## src/rtl/kbd_pkg.sv

```systemverilog
// Shared definitions for the PS/2 scan-byte to key-event path:
// fetch FSM encoding, prefix bytes and the key event record.
package kbd_pkg;

  typedef enum logic [1:0] {
    ST_IDLE = 2'd0,
    ST_POP  = 2'd1,
    ST_GAP  = 2'd2
  } kbd_state_t;

  localparam logic [7:0] PFX_EXT = 8'hE0;
  localparam logic [7:0] PFX_REL = 8'hF0;
  localparam int         EVT_W   = 10;

  // Packed as {ext, rel, code}; this is also the FIFO word layout.
  typedef struct packed {
    logic       ext;
    logic       rel;
    logic [7:0] code;
  } key_evt_t;

  function automatic logic is_prefix(input logic [7:0] b);
    return (b == PFX_EXT) || (b == PFX_REL);
  endfunction

endpackage

```

## src/rtl/key_evt_fifo.sv

```systemverilog
// Power-of-two event FIFO; pointers wrap naturally, count carries one extra bit
// so full and empty are distinguishable.
module key_evt_fifo #(
  parameter int DEPTH = 4,
  parameter int WIDTH = 10
) (
  input  logic                     clk,
  input  logic                     clr,
  input  logic                     push,
  input  logic [WIDTH-1:0]         din,
  input  logic                     pop,
  output logic [WIDTH-1:0]         dout,
  output logic                     full,
  output logic                     empty,
  output logic [$clog2(DEPTH):0]   count
);

  localparam int             AW       = $clog2(DEPTH);
  localparam logic [AW:0]    FULL_CNT = (AW+1)'(DEPTH);

  logic [WIDTH-1:0] mem [DEPTH];
  logic [AW-1:0]    wr_ptr;
  logic [AW-1:0]    rd_ptr;
  logic             do_push;
  logic             do_pop;

  assign empty   = (count == '0);
  assign full    = (count == FULL_CNT);
  assign do_pop  = pop && !empty;
  // A push into a full FIFO is accepted only when the head leaves on the same edge.
  assign do_push = push && (!full || do_pop);
  assign dout    = mem[rd_ptr];

  always_ff @(posedge clk) begin
    if (do_push) mem[wr_ptr] <= din;
  end

  always_ff @(posedge clk or posedge clr) begin
    if (clr) begin
      wr_ptr <= '0;
      rd_ptr <= '0;
      count  <= '0;
    end else begin
      if (do_push) wr_ptr <= wr_ptr + 1'b1;
      if (do_pop)  rd_ptr <= rd_ptr + 1'b1;
      case ({do_push, do_pop})
        2'b10:   count <= count + 1'b1;
        2'b01:   count <= count - 1'b1;
        default: count <= count;
      endcase
    end
  end

endmodule

```

## src/rtl/key_event_ctrl.sv

```systemverilog
// Pulls scan bytes from the PS/2 byte buffer, folds E0/F0 prefixes into
// key events, optionally filters typematic repeats and queues the events.
module key_event_ctrl
  import kbd_pkg::*;
#(
  parameter int DEPTH         = 4,
  parameter int REPEAT_FILTER = 1
) (
  input  logic       clk,
  input  logic       clr,
  input  logic       en,
  input  logic       ready,
  input  logic [7:0] data,
  input  logic       overflow,
  output logic       nextdata_n,
  output logic       ev_valid,
  output logic [7:0] ev_code,
  output logic       ev_ext,
  output logic       ev_rel,
  input  logic       ev_ready,
  output logic [7:0] drop_cnt,
  output logic       ovf_seen
);

  localparam bit FILTER_ON = (REPEAT_FILTER != 0);

  // Handshakes: a byte is taken on the edge where IDLE && en && ready, and the
  // buffer is told to advance by nextdata_n low for the single following cycle.
  // An event leaves on every edge where ev_valid && ev_ready; ev_ready is a
  // don't-care while ev_valid is low.
  kbd_state_t state;
  kbd_state_t state_nx;
  logic       fetch;

  always_ff @(posedge clk or posedge clr) begin
    if (clr) state <= ST_IDLE;
    else     state <= state_nx;
  end

  always_comb begin
    state_nx   = state;
    fetch      = 1'b0;
    nextdata_n = 1'b1;
    case (state)
      ST_IDLE: begin
        if (en && ready) begin
          state_nx = ST_POP;
          fetch    = 1'b1;
        end
      end
      ST_POP: begin
        nextdata_n = 1'b0;
        state_nx   = ST_GAP;
      end
      ST_GAP:  state_nx = ST_IDLE;
      default: state_nx = ST_IDLE;
    endcase
  end

  logic       ext_pend;
  logic       rel_pend;
  logic       held_valid;
  logic       held_ext;
  logic [7:0] held_code;
  logic       held_match;
  logic       repeat_make;
  logic       evt_push;
  logic       evt_pop;
  key_evt_t   cur_evt;

  assign cur_evt     = '{ext: ext_pend, rel: rel_pend, code: data};
  assign held_match  = held_valid && (held_ext == ext_pend) && (held_code == data);
  assign repeat_make = FILTER_ON && !rel_pend && held_match;
  assign evt_push    = fetch && !is_prefix(data) && !repeat_make;
  assign evt_pop     = ev_valid && ev_ready;

  always_ff @(posedge clk or posedge clr) begin
    if (clr) begin
      ext_pend   <= 1'b0;
      rel_pend   <= 1'b0;
      held_valid <= 1'b0;
      held_ext   <= 1'b0;
      held_code  <= 8'h00;
    end else if (fetch) begin
      if (data == PFX_EXT) begin
        ext_pend <= 1'b1;
      end else if (data == PFX_REL) begin
        rel_pend <= 1'b1;
      end else begin
        ext_pend <= 1'b0;
        rel_pend <= 1'b0;
        // Releasing some other key leaves the held key alone.
        if (rel_pend) begin
          if (held_match) held_valid <= 1'b0;
        end else begin
          held_valid <= 1'b1;
          held_ext   <= ext_pend;
          held_code  <= data;
        end
      end
    end
  end

  logic                    fifo_full;
  logic                    fifo_empty;
  logic [$clog2(DEPTH):0]  fifo_count;
  key_evt_t                head;

  key_evt_fifo #(
    .DEPTH (DEPTH),
    .WIDTH (EVT_W)
  ) u_fifo (
    .clk   (clk),
    .clr   (clr),
    .push  (evt_push),
    .din   (cur_evt),
    .pop   (evt_pop),
    .dout  (head),
    .full  (fifo_full),
    .empty (fifo_empty),
    .count (fifo_count)
  );

  assign ev_valid = (fifo_count != '0);
  assign ev_code  = fifo_empty ? 8'h00 : head.code;
  assign ev_ext   = fifo_empty ? 1'b0  : head.ext;
  assign ev_rel   = fifo_empty ? 1'b0  : head.rel;

  always_ff @(posedge clk or posedge clr) begin
    if (clr) begin
      drop_cnt <= 8'h00;
      ovf_seen <= 1'b0;
    end else begin
      if (overflow) ovf_seen <= 1'b1;
      if (evt_push && fifo_full && !evt_pop && (drop_cnt != 8'hFF))
        drop_cnt <= drop_cnt + 1'b1;
    end
  end

endmodule
```

## config.mk

```make
export PLATFORM = sky130hd
export DESIGN_NAME = key_event_ctrl
export DESIGN_NICKNAME = d
export VERILOG_FILES = /design/src/rtl/kbd_pkg.sv /design/src/rtl/key_evt_fifo.sv /design/src/rtl/key_event_ctrl.sv
export SDC_FILE = /design/constraint.sdc
export NUM_CORES = 1
export LEC_CHECK = 0
export BUFFER_PORTS_ARGS = -buffer_cell sky130_fd_sc_hd__buf_2
export CORE_MARGIN = 4
export CORE_UTILIZATION = 62
export DETAILED_ROUTE_END_ITERATION = 8
export PLACE_DENSITY = 0.83
export SLEW_MARGIN = 20
export SYNTH_ARGS = -nofsm -noshare
export SYNTH_HDL_FRONTEND = slang
export SYNTH_SLANG_ARGS = --single-unit
```

## constraint.sdc

```tcl
create_clock -name clk -period 6.1 [get_ports clk]
set_input_delay 1.525 -clock clk [delete_from_list [all_inputs] [get_ports clk]]
set_output_delay 1.525 -clock clk [all_outputs]
set_load 0.01 [all_outputs]
```

# Word level (Yosys, flattened, before mapping)
# Memories as Yosys holds them, arrays and structs flattened.
# Index checks and enable logic that the tools add are counted.
# word_totals
memories	1
register_bits	30
mem_bits_ro	0
latchBits	0
output_inout_bits	21
ramBits	40
# classes
n_addsub	5
n_eq_ne	12
mux	16
magnitude_cmp	0
n_div	0
n_reduce_logical	28
n_bitwise	3
mul	0
shift	0
# mem_list
memory	depth	width	read_ports	rd_clocked_by_memory_dff	wr	line	source
u_fifo.mem	4	10	1	0	1	key_evt_fifo.sv:21	logic [WIDTH-1:0] mem [DEPTH];
# ops
op	n
8-bit equality test, second input constant	2
1-bit logical AND	12
1-bit 2-to-1 mux	12
8-bit by 1-bit adder with 8-bit output, second input constant	1
8-bit equality test	1
8-bit 2-to-1 mux	1
8-bit != test, second input constant	1
4-bit AND reduction	2
1-bit zero test	6
3-bit case mux with 2 select lines	1
2-bit by 1-bit adder with 2-bit output, second input constant	2
2-bit by 1-bit equality test with 1-bit output, second input constant	2
2-bit != test, second input constant	2
2-bit case mux with 2 select lines	1
2-bit AND reduction	2
3-bit by 1-bit adder with 3-bit output, second input constant	1
3-bit equality test, second input constant	1
3-bit zero test	1
1-bit inverter	3
3-bit nonzero test	1
3-bit by 1-bit subtractor with 3-bit output, second input constant	1
2-bit equality test, second input constant	1
2-bit zero test	1
1-bit logical OR	2
other kinds (4)	4

# Logic depth before layout (Yosys ltp)
# Gate-level depths: netlist of run 1.
# depth
depth_word	9
mapped_depth	9
depth_no_buf	9

# Hierarchy
# From an unflattened synthesis of run 1, not the netlist that was laid out.
# unflattened
cells_unflattened	215
area_unflattened_um2	3201.8
# modules_own_cells
module	cells_per_inst	area_each_um2	n_inst
key_evt_fifo	106	1959.4	1
key_event_ctrl	109	1242.4	1

# Worst setup path after synthesis of run 1
# Ideal clock, no wire load.
# synth_timing
kind	in2reg
from	in en
to	reg u_fifo.count[2]
stages	9
slack_ns	2.911
arrival_ns	3.042
path_buffers	0
required_time_ns	5.953
path_cell_list	nand2_1 -> nor3_2 -> nand2_1 -> a21oi_4 -> nor2_1 -> fa_1 -> nand2b_1 -> o221ai_1 -> o311ai_0
# synth_via
elab_chain_cells	8
# synth_lines
item	line	source
from (decl)	key_event_ctrl.sv:11	input logic en,
1-bit logical AND (*)	key_event_ctrl.sv:46	if (en && ready) begin
1-bit 2-to-1 mux (*)	key_event_ctrl.sv:46	
1-bit 2-to-1 mux (*)	key_event_ctrl.sv:44	case (state)
1-bit logical AND (*) (2 in a row)	key_event_ctrl.sv:74	assign evt_push = fetch && !is_prefix(data) && !repeat_make;
1-bit logical AND (*)	key_evt_fifo.sv:31	assign do_push = push && (!full || do_pop);
2-bit by 1-bit equality test with 1-bit output / 2-bit equality test (equally long branches)	key_evt_fifo.sv:46	case ({do_push, do_pop})
3-bit case mux with 2 select lines / 2-bit nonzero test (equally long branches)	n/a	
to (signal assigned)	key_evt_fifo.sv:47	2'b10: count <= count + 1'b1;
to (signal assigned)	key_evt_fifo.sv:48	2'b01: count <= count - 1'b1;
to (signal assigned)	key_evt_fifo.sv:49	default: count <= count;
to (decl)	key_evt_fifo.sv:15	output logic [$clog2(DEPTH):0] count
# Mark *: on every way between the ends. The rest lies on a longest branch, timed or not.
# A chain may end at the register's enable or synchronous reset.

# Worst setup path in the final report of run 1
# layout_timing
from	reg u_fifo.rd_ptr[0]
to	out ev_code[3]
# layout_via
elab_chain_cells	2
# layout_lines
item	line	source
from (decl)	key_evt_fifo.sv:23	logic [AW-1:0] rd_ptr;
from (signal assigned)	key_evt_fifo.sv:45	if (do_pop) rd_ptr <= rd_ptr + 1'b1;
memory 4 x 10 bit	n/a	
8-bit 2-to-1 mux	key_event_ctrl.sv:125	assign ev_code = fifo_empty ? 8'h00 : head.code;
to (decl)	key_event_ctrl.sv:17	output logic [7:0] ev_code,
# Every way passes these cells.

==> results_dict.tcl, run 1 <==
set metrics [dict create \
    status "complete, no violations" \
    grt_pass1_vias 1729 \
    clockBufferDepth 2 \
    fin_ws_ns 2.54 \
    die_h_um 78.2 \
    critical_path_class "flip-flop to output pin" \
    drt_iter0_markers 141 \
    finalNonFillerCells 312 \
    drc 0 \
    cts_root_buf "clkbuf_8" \
    cts.sinks 70 \
    synth_nets 218 \
    endpoint_kind "output pin" \
    fin_crit_ns 3.56 \
    tightest_slew_ns 0.710 \
    fin_worst_skew_ns 0.00513 \
    initial_core_util 0.642 \
    drtAntennaViolNets 0 \
    p_leak_nw 1.38 \
    hold_viol_final 0 \
    slew_headroom 0.527 \
    path_clk_slew_ns 0.07 \
    regToRegStartpoint "u_fifo.count[0]" \
    syn_area_sq_mm 0.00305 \
    synth_seq_cells 70 \
    first_pass_iters 4 \
    viasPerCell 5.56 \
    insertion_delay_ns 0.34 \
    port_buffers 34 \
    cts_made_buffers 9 \
    cp-endpoint "ev_code[3]" \
    grt_max_degree 31 \
    worst-path-max-fanout 12 \
    cap_violations 0 \
    yosysTopAreaCell "edfxtp_1" \
    dpl.hpwl_um 3700 \
    max_freq_mhz 281 \
    syn_avg_cell_area_sq_um 15.4 \
    setup_violations 0 \
    n_antenna_cell 0 \
    netlist_instances 198 \
    ys_seq_area_frac 0.639 \
    startpoint_type "flip-flop" \
    maxSlewViolCount 0 \
    postCtsSetupBuffers 0 \
    rows 25 \
    rr_worst_depth 7 \
    post-place-ws_ns 2.56 \
    grt.overflow.total 0 \
    cts_hold_buf 0 \
    coreArea_sq_mm 0.00475 \
    hp-class "flip-flop to flip-flop" \
    grtUsageTotal 0.197 \
    vias 1735 \
    r2r_slack_ns 3.70 \
    placed_cells 296 \
    pin_count 35 \
    routabilityCongestion 0.825 \
    cts_max_level 3 \
    synth_ff_type "edfxtp_1" \
    grt_pass1_wl_um 8860 \
    fin_setup_tns_ns 0 \
    crit_required_ns 4.58 \
    peakVddDrop_uv 204 \
    worstPathArrival_ns 2.04 \
    crit_start "u_fifo.rd_ptr[0]" \
    die_x_um 78.2 \
    rsz0062_at_grt "false" \
    synthArstFlopShare 0.429 \
    r2r_end "u_fifo.count[2]" \
    post-route-util 0.729 \
    antenna_found_initial 0 \
    area_growth_pct 13.5 \
    final_layout_size_suffix_gt1_frac 0.310 \
    cts_tree "yes" \
    fin_nets 260 \
    synth_edf_count 40 \
    ys.warnings.count 0 \
    dieArea_sq_mm 0.00611 \
    p_per_area_mw_per_mm2 395 \
    yosysUniqueCellTypes 41 \
    cts_resized 0 \
    period_share 0.584 \
    post_drt_wl_per_cell_um 17.2 \
    drt-total-wl_um 5360 \
    synth_top_area_frac 0.393 \
    yosys-top-cells-area "edfxtp_1 (39%), dfrtp_1 (25%), mux4_2 (7.4%), xor2_1 (3.7%), mux2_2 (3.7%)" \
]
-- worst min path at each step --
stage	from	to	slack (ns)	depth (start not counted)
after CTS	ovf_seen	ovf_seen	0.48	1
after floorplan	state[1]	state[0]	0.43	1
after global routing	held_valid	held_valid	0.49	1
after detailed placement	ovf_seen	ovf_seen	0.45	1
after global placement	ovf_seen	ovf_seen	0.45	1
final	ovf_seen	ovf_seen	0.47	1
-- cell usage after synthesis (2+ instances only) --
library cell  number
edfxtp_1          40
dfrtp_1           30
and2_1            14
xor2_1            13
mux2_2            10
mux4_2            10
nand3_1            9
nand2_1            7
nor2_1             7
xnor2_1            7
inv_1              6
ha_1               5
clkbuf_1           3
nand2b_1           3
a21oi_1            2
and3_1             2
mux2i_1            2
nand3b_1           2
nand4_1            2
nor3_1             2
nor4b_1            2
-- sequential cells by signal, indices dropped and copies added, names as in the netlist, 2 cells and up --
signal and flops:
u_fifo.rd_ptr 2, state 2, u_fifo.count 3, u_fifo.wr_ptr 2
drop_cnt 8, held_code 8, u_fifo.mem 40
-- power by group --
part | leakage [nW] | internal (mW) | switching (mW)
sequential | 0.732 | 0.579 | 0.0874
clock | 0.0861 | 0.157 | 0.162
combinational | 0.564 | 0.205 | 0.181
-- kinds of logic after synthesis --
group | Yosys count | share of synthesized area
compound gates | 8 | 0.0209
xor+xnor | 20 | 0.0574
fa+ha+maj | 6 | 0.0270
buf+inv | 10 | 0.0127
flops | 70 | 0.639
mux | 23 | 0.121
simple gates | 61 | 0.122
-- metal layers --
| layer | vias up | wire, um | track usage | part of all wire |
|---|---|---|---|---|
| li1 | 810 | - | - | - |
| met1 | 869 | 2300 | 0.251 | 0.43 |
| met2 | 43 | 2690 | 0.320 | 0.50 |
| met3 | 13 | 249 | 0.0424 | 0.046 |
| met4 | 0 | 117 | 0.0997 | 0.022 |
| met5 | - | 0 | 0 | 0 |
-- layout by cell type (no fill, tap or decap), drive strengths merged, types with 3 or more instances in the layout --
master / synthesis / routed
a21oi: 3 / 3
inv: 6 / 6
dfrtp: 30 / 30
edfxtp: 40 / 40
clkbuf: 3 / 12
mux4: 10 / 10
nand2: 7 / 7
xnor2: 7 / 7
nor3: 3 / 3
and2: 16 / 16
nor4: 3 / 3
nor2: 8 / 8
xor2: 13 / 13
mux2: 11 / 11
ha: 5 / 5
nand2b: 3 / 3
clkinv: 0 / 3
buf: 1 / 35
nand3: 9 / 9
-- stage by stage --
stage,instance area (sq um),power [mW],hold WS [ns]
final,3470,1.37,0.471
after detailed placement,3300,1.07,0.452
after global placement,3300,1.05,0.447
after global routing,3470,1.45,0.493
after CTS,3470,1.38,0.475
after floorplan,3050,0.940,0.433
-- layout make-up --
class,instances,area [sq um]
tap,67,83.8
clock inverter,4,22.5
sequential,70,1950
multi-input combinational,118,1060
inverter,6,22.5
fill,322,1290
timing repair buffer,35,178
clock buffer,12,145
-- worst max-delay path: stages, from the launching register on --
cell and delay [ns]:
dfrtp_1 0.80, mux4_2 0.58, and2_1 0.17, buf_2 0.14
Note: power is estimated with default switching activity, not from simulation.
==> run 2: changes to the inputs <==
Settings changed: ABC_AREA from default to 1, CORE_UTILIZATION 62 to 52, PLACE_DENSITY 0.83 to 0.74.
Clock period 6.1 ns to 3.1 ns, I/O delays scaled along.
==> run 2 against run 1 <==
Hold slack gained 0.0032 ns. Sequential power grew 94%. Final cell count is 40% higher. Register-to-register slack lost 2.8 ns. Power up 120%. Synthesized cell count up 59%. Non-clock buffer count rose by 5. First-iteration DRC count rose by 19%. Clock-buffer cell count is 2 lower. Die area is 21% higher. Core utilization shrank 11 points. Flip-flop and latch count is the same. Largest power group unchanged.
==> results_dict.tcl, run 2 <==
set metrics [dict create \
    status "complete, no violations" \
    clkPwrFrac 0.238 \
    drc 0 \
    cts_hold_buf 0 \
    rr_worst_depth 13 \
    rsz0062_at_grt "false" \
    swShare 0.359 \
    yosysTopAreaCell "edfxtp_1" \
    p_int_mw 1.90 \
    critPathSlowestCell "dfrtp_1" \
    coreArea_sq_mm 0.00592 \
    endpoint_kind "output pin" \
    maxSlewViolCount 0 \
    fin_crit_ns 2.66 \
    p_per_area_mw_per_mm2 815 \
    largest_register_ffs 40 \
    synth_edf_count 40 \
    pin_count 35 \
    slew_headroom 0.660 \
    drt-total-wl_um 5980 \
    setup_violations 0 \
    drtAntennaViolNets 0 \
    path_depth 5 \
    synth_top_area_frac 0.379 \
    insertion_delay_ns 0.34 \
    clockBufferDepth 2 \
    final_layout_size_suffix_gt1_frac 0.207 \
    cts_resized 0 \
    worstPathArrival_ns 1.88 \
    yosysUniqueCellTypes 30 \
    nFillCells 489 \
    hold-path-cell-count 1 \
    yosys-top-cells-area "edfxtp_1 (38%), dfrtp_1 (24%), nor2_1 (6.3%), nand2_1 (5.9%), o21ai_0 (4.1%)" \
    die_x_um 86.1 \
    peakVddDrop_uv 493 \
    dieArea_sq_mm 0.00741 \
    area_growth_pct 14.8 \
    p_seq_frac 0.435 \
    vias 2189 \
    synth_seq_cells 70 \
    dpl.hpwl_um 4000 \
    synth.most_common_cell "nor2_1" \
    grt_pass1_wl_um 10200 \
    syn_area_sq_mm 0.00317 \
    cts_max_level 3 \
    hp-class "flip-flop to flip-flop" \
    viasPerCell 5.00 \
    tightest_slew_ns 0.509 \
    fin_nets 378 \
    ys_seq_area_frac 0.616 \
    startpoint_type "flip-flop" \
    grtUsageTotal 0.181 \
    synthArstFlopShare 0.429 \
    combPwrFrac 0.328 \
    first_pass_iters 5 \
    n_antenna_cell 0 \
    whs_ns 0.475 \
    power.switching_mw 1.06 \
    grt.overflow.total 0 \
    crit_family "flip-flops" \
    max_freq_mhz 376 \
    final-seq-area_sq_mm 0.00195 \
    synth_common_cells "nor2_1 (53), nand2_1 (50), edfxtp_1 (40), inv_1 (33), dfrtp_1 (30)" \
    fin_worst_skew_ns 0.0110 \
    fin_setup_tns_ns 0 \
    cap_violations 0 \
    synth_ff_type "edfxtp_1" \
    hold_viol_final 0 \
    grt_max_degree 31 \
    drt_iter0_markers 168 \
    largest_register "u_fifo.mem" \
    final_common_cell "nor2_1" \
    largestRegisters "u_fifo.mem (40), drop_cnt (8), held_code (8)" \
    rows 28 \
    port_buffers 34 \
    critical_path_class "flip-flop to output pin" \
    multiInputGateArea_sq_mm 0.00105 \
    p_leak_nw 1.60 \
    period_share 0.857 \
    grt_pass1_vias 2148 \
    postCtsSetupBuffers 0 \
    initial_core_util 0.535 \
    cts_tree "yes" \
    syn_avg_cell_area_sq_um 10.1 \
    crit_required_ns 2.32 \
    ys.warnings.count 0 \
    path_clk_slew_ns 0.07 \
    worst-path-max-fanout 11 \
    post-route-util 0.614 \
    netlist_instances 315 \
    critical-path-max-stage-delay_ns 0.58 \
    routabilityCongestion 0.779 \
    die_h_um 86.1 \
    critical_path_buf_inv_count 2 \
    synth_nets 335 \
    antenna_found_initial 0 \
    cts_root_buf "clkbuf_8" \
    cts_made_buffers 9 \
    post_drt_wl_per_cell_um 13.7 \
    mostFrequentLayoutCells "nor2_1 (53), nand2_1 (50), edfxtp_1 (40)" \
    worstPathCellList "inv_1 > nor2_1 > o21ai_0 > a21oi_1 > buf_2" \
    cts.sinks 70 \
]
## run 2: changes by cell type in the layout (fill, tap and decap cells not counted), moves of 5 or more
cell     change
inv_1       +27
mux4_2      -10
and2_1      -14
nor2_1      +46
nand2_1     +43
o21ai_0     +25
a21oi_1     +11
buf_4        +5
mux2_2       -9
## run 2: area by class of cell
cell class	instances	area share
Sequential cell	70	0.537
Tap cell	75	0.0258
Clock buffer	10	0.0351
Inverter	37	0.0382
Multi-Input combinational cell	200	0.288
Clock inverter	6	0.0172
Timing Repair Buffer	40	0.0592
## run 2: worst register-to-register path, stage by stage, from the launching register on
cell	delay [ns]
dfrtp_1	0.43
nor2_1	0.16
nand2_1	0.09
inv_1	0.33
nor2_1	0.18
nand2_1	0.16
inv_1	0.07
fa_1	0.38
inv_1	0.06
nand2_1	0.06
nand2_1	0.07
nand2_1	0.04
nand2_1	0.05
inv_1	0.03
## run 2: cells by family (layout without fill, tap and decap cells)
| family | after synthesis | count (layout) | synth area share |
|---|---|---|---|
| buffers and inverters | 45 | 93 | 0.0537 |
| AOI/OAI and AO/OA | 43 | 43 | 0.0679 |
| muxes | 1 | 1 | 0.00355 |
| adders and majority gates | 6 | 6 | 0.0261 |
| xor gates and xnor gates | 15 | 15 | 0.0415 |
| and+or+nand+nor | 135 | 135 | 0.191 |
| DFF | 70 | 70 | 0.616 |
## run 2: stage by stage
step	instance area (sq um)	worst slack (ns)	cells	total power, mW
3_3_place_gp	3450	0.633	422	2.24
5_1_grt	3640	0.270	438	3.19
4_1_cts	3640	0.430	438	3.00
6_report	3640	0.443	438	2.96
2_1_floorplan	3170	0.745	315	1.96
3_5_place_dp	3450	0.560	422	2.28
## run 2: path summary, 6_finish.rpt
check / start / end / slack, ns
min: ovf_seen / ovf_seen / 0.47
min reg2reg: ovf_seen / ovf_seen / 0.47
max: u_fifo.rd_ptr[1] / ev_code[3] / 0.44
min in group asynchronous: clr / drop_cnt[7] / 0.50
max in group asynchronous: clr / held_code[1] / 2.31
max reg2reg: u_fifo.count[0] / u_fifo.count[2] / 0.88
## run 2: power by group through the flow
| stage | Sequential (mW) | Clock, mW | Combinational [mW] |
|---|---|---|---|
| finish | 1.29 | 0.704 | 0.970 |
| global route | 1.31 | 0.771 | 1.11 |
| detailed placement | 1.31 | 0 | 0.977 |
| CTS | 1.29 | 0.722 | 0.986 |
| floorplan | 1.28 | 0 | 0.680 |
| global placement | 1.30 | 0 | 0.937 |
## run 2: layer usage
metal  track usage  share of wire  vias up
li1              -              -     1101
met1         0.235           0.44     1034
met2         0.289           0.49       46
met3        0.0557          0.054        8
met4        0.0619          0.015        0
met5             0              0        -
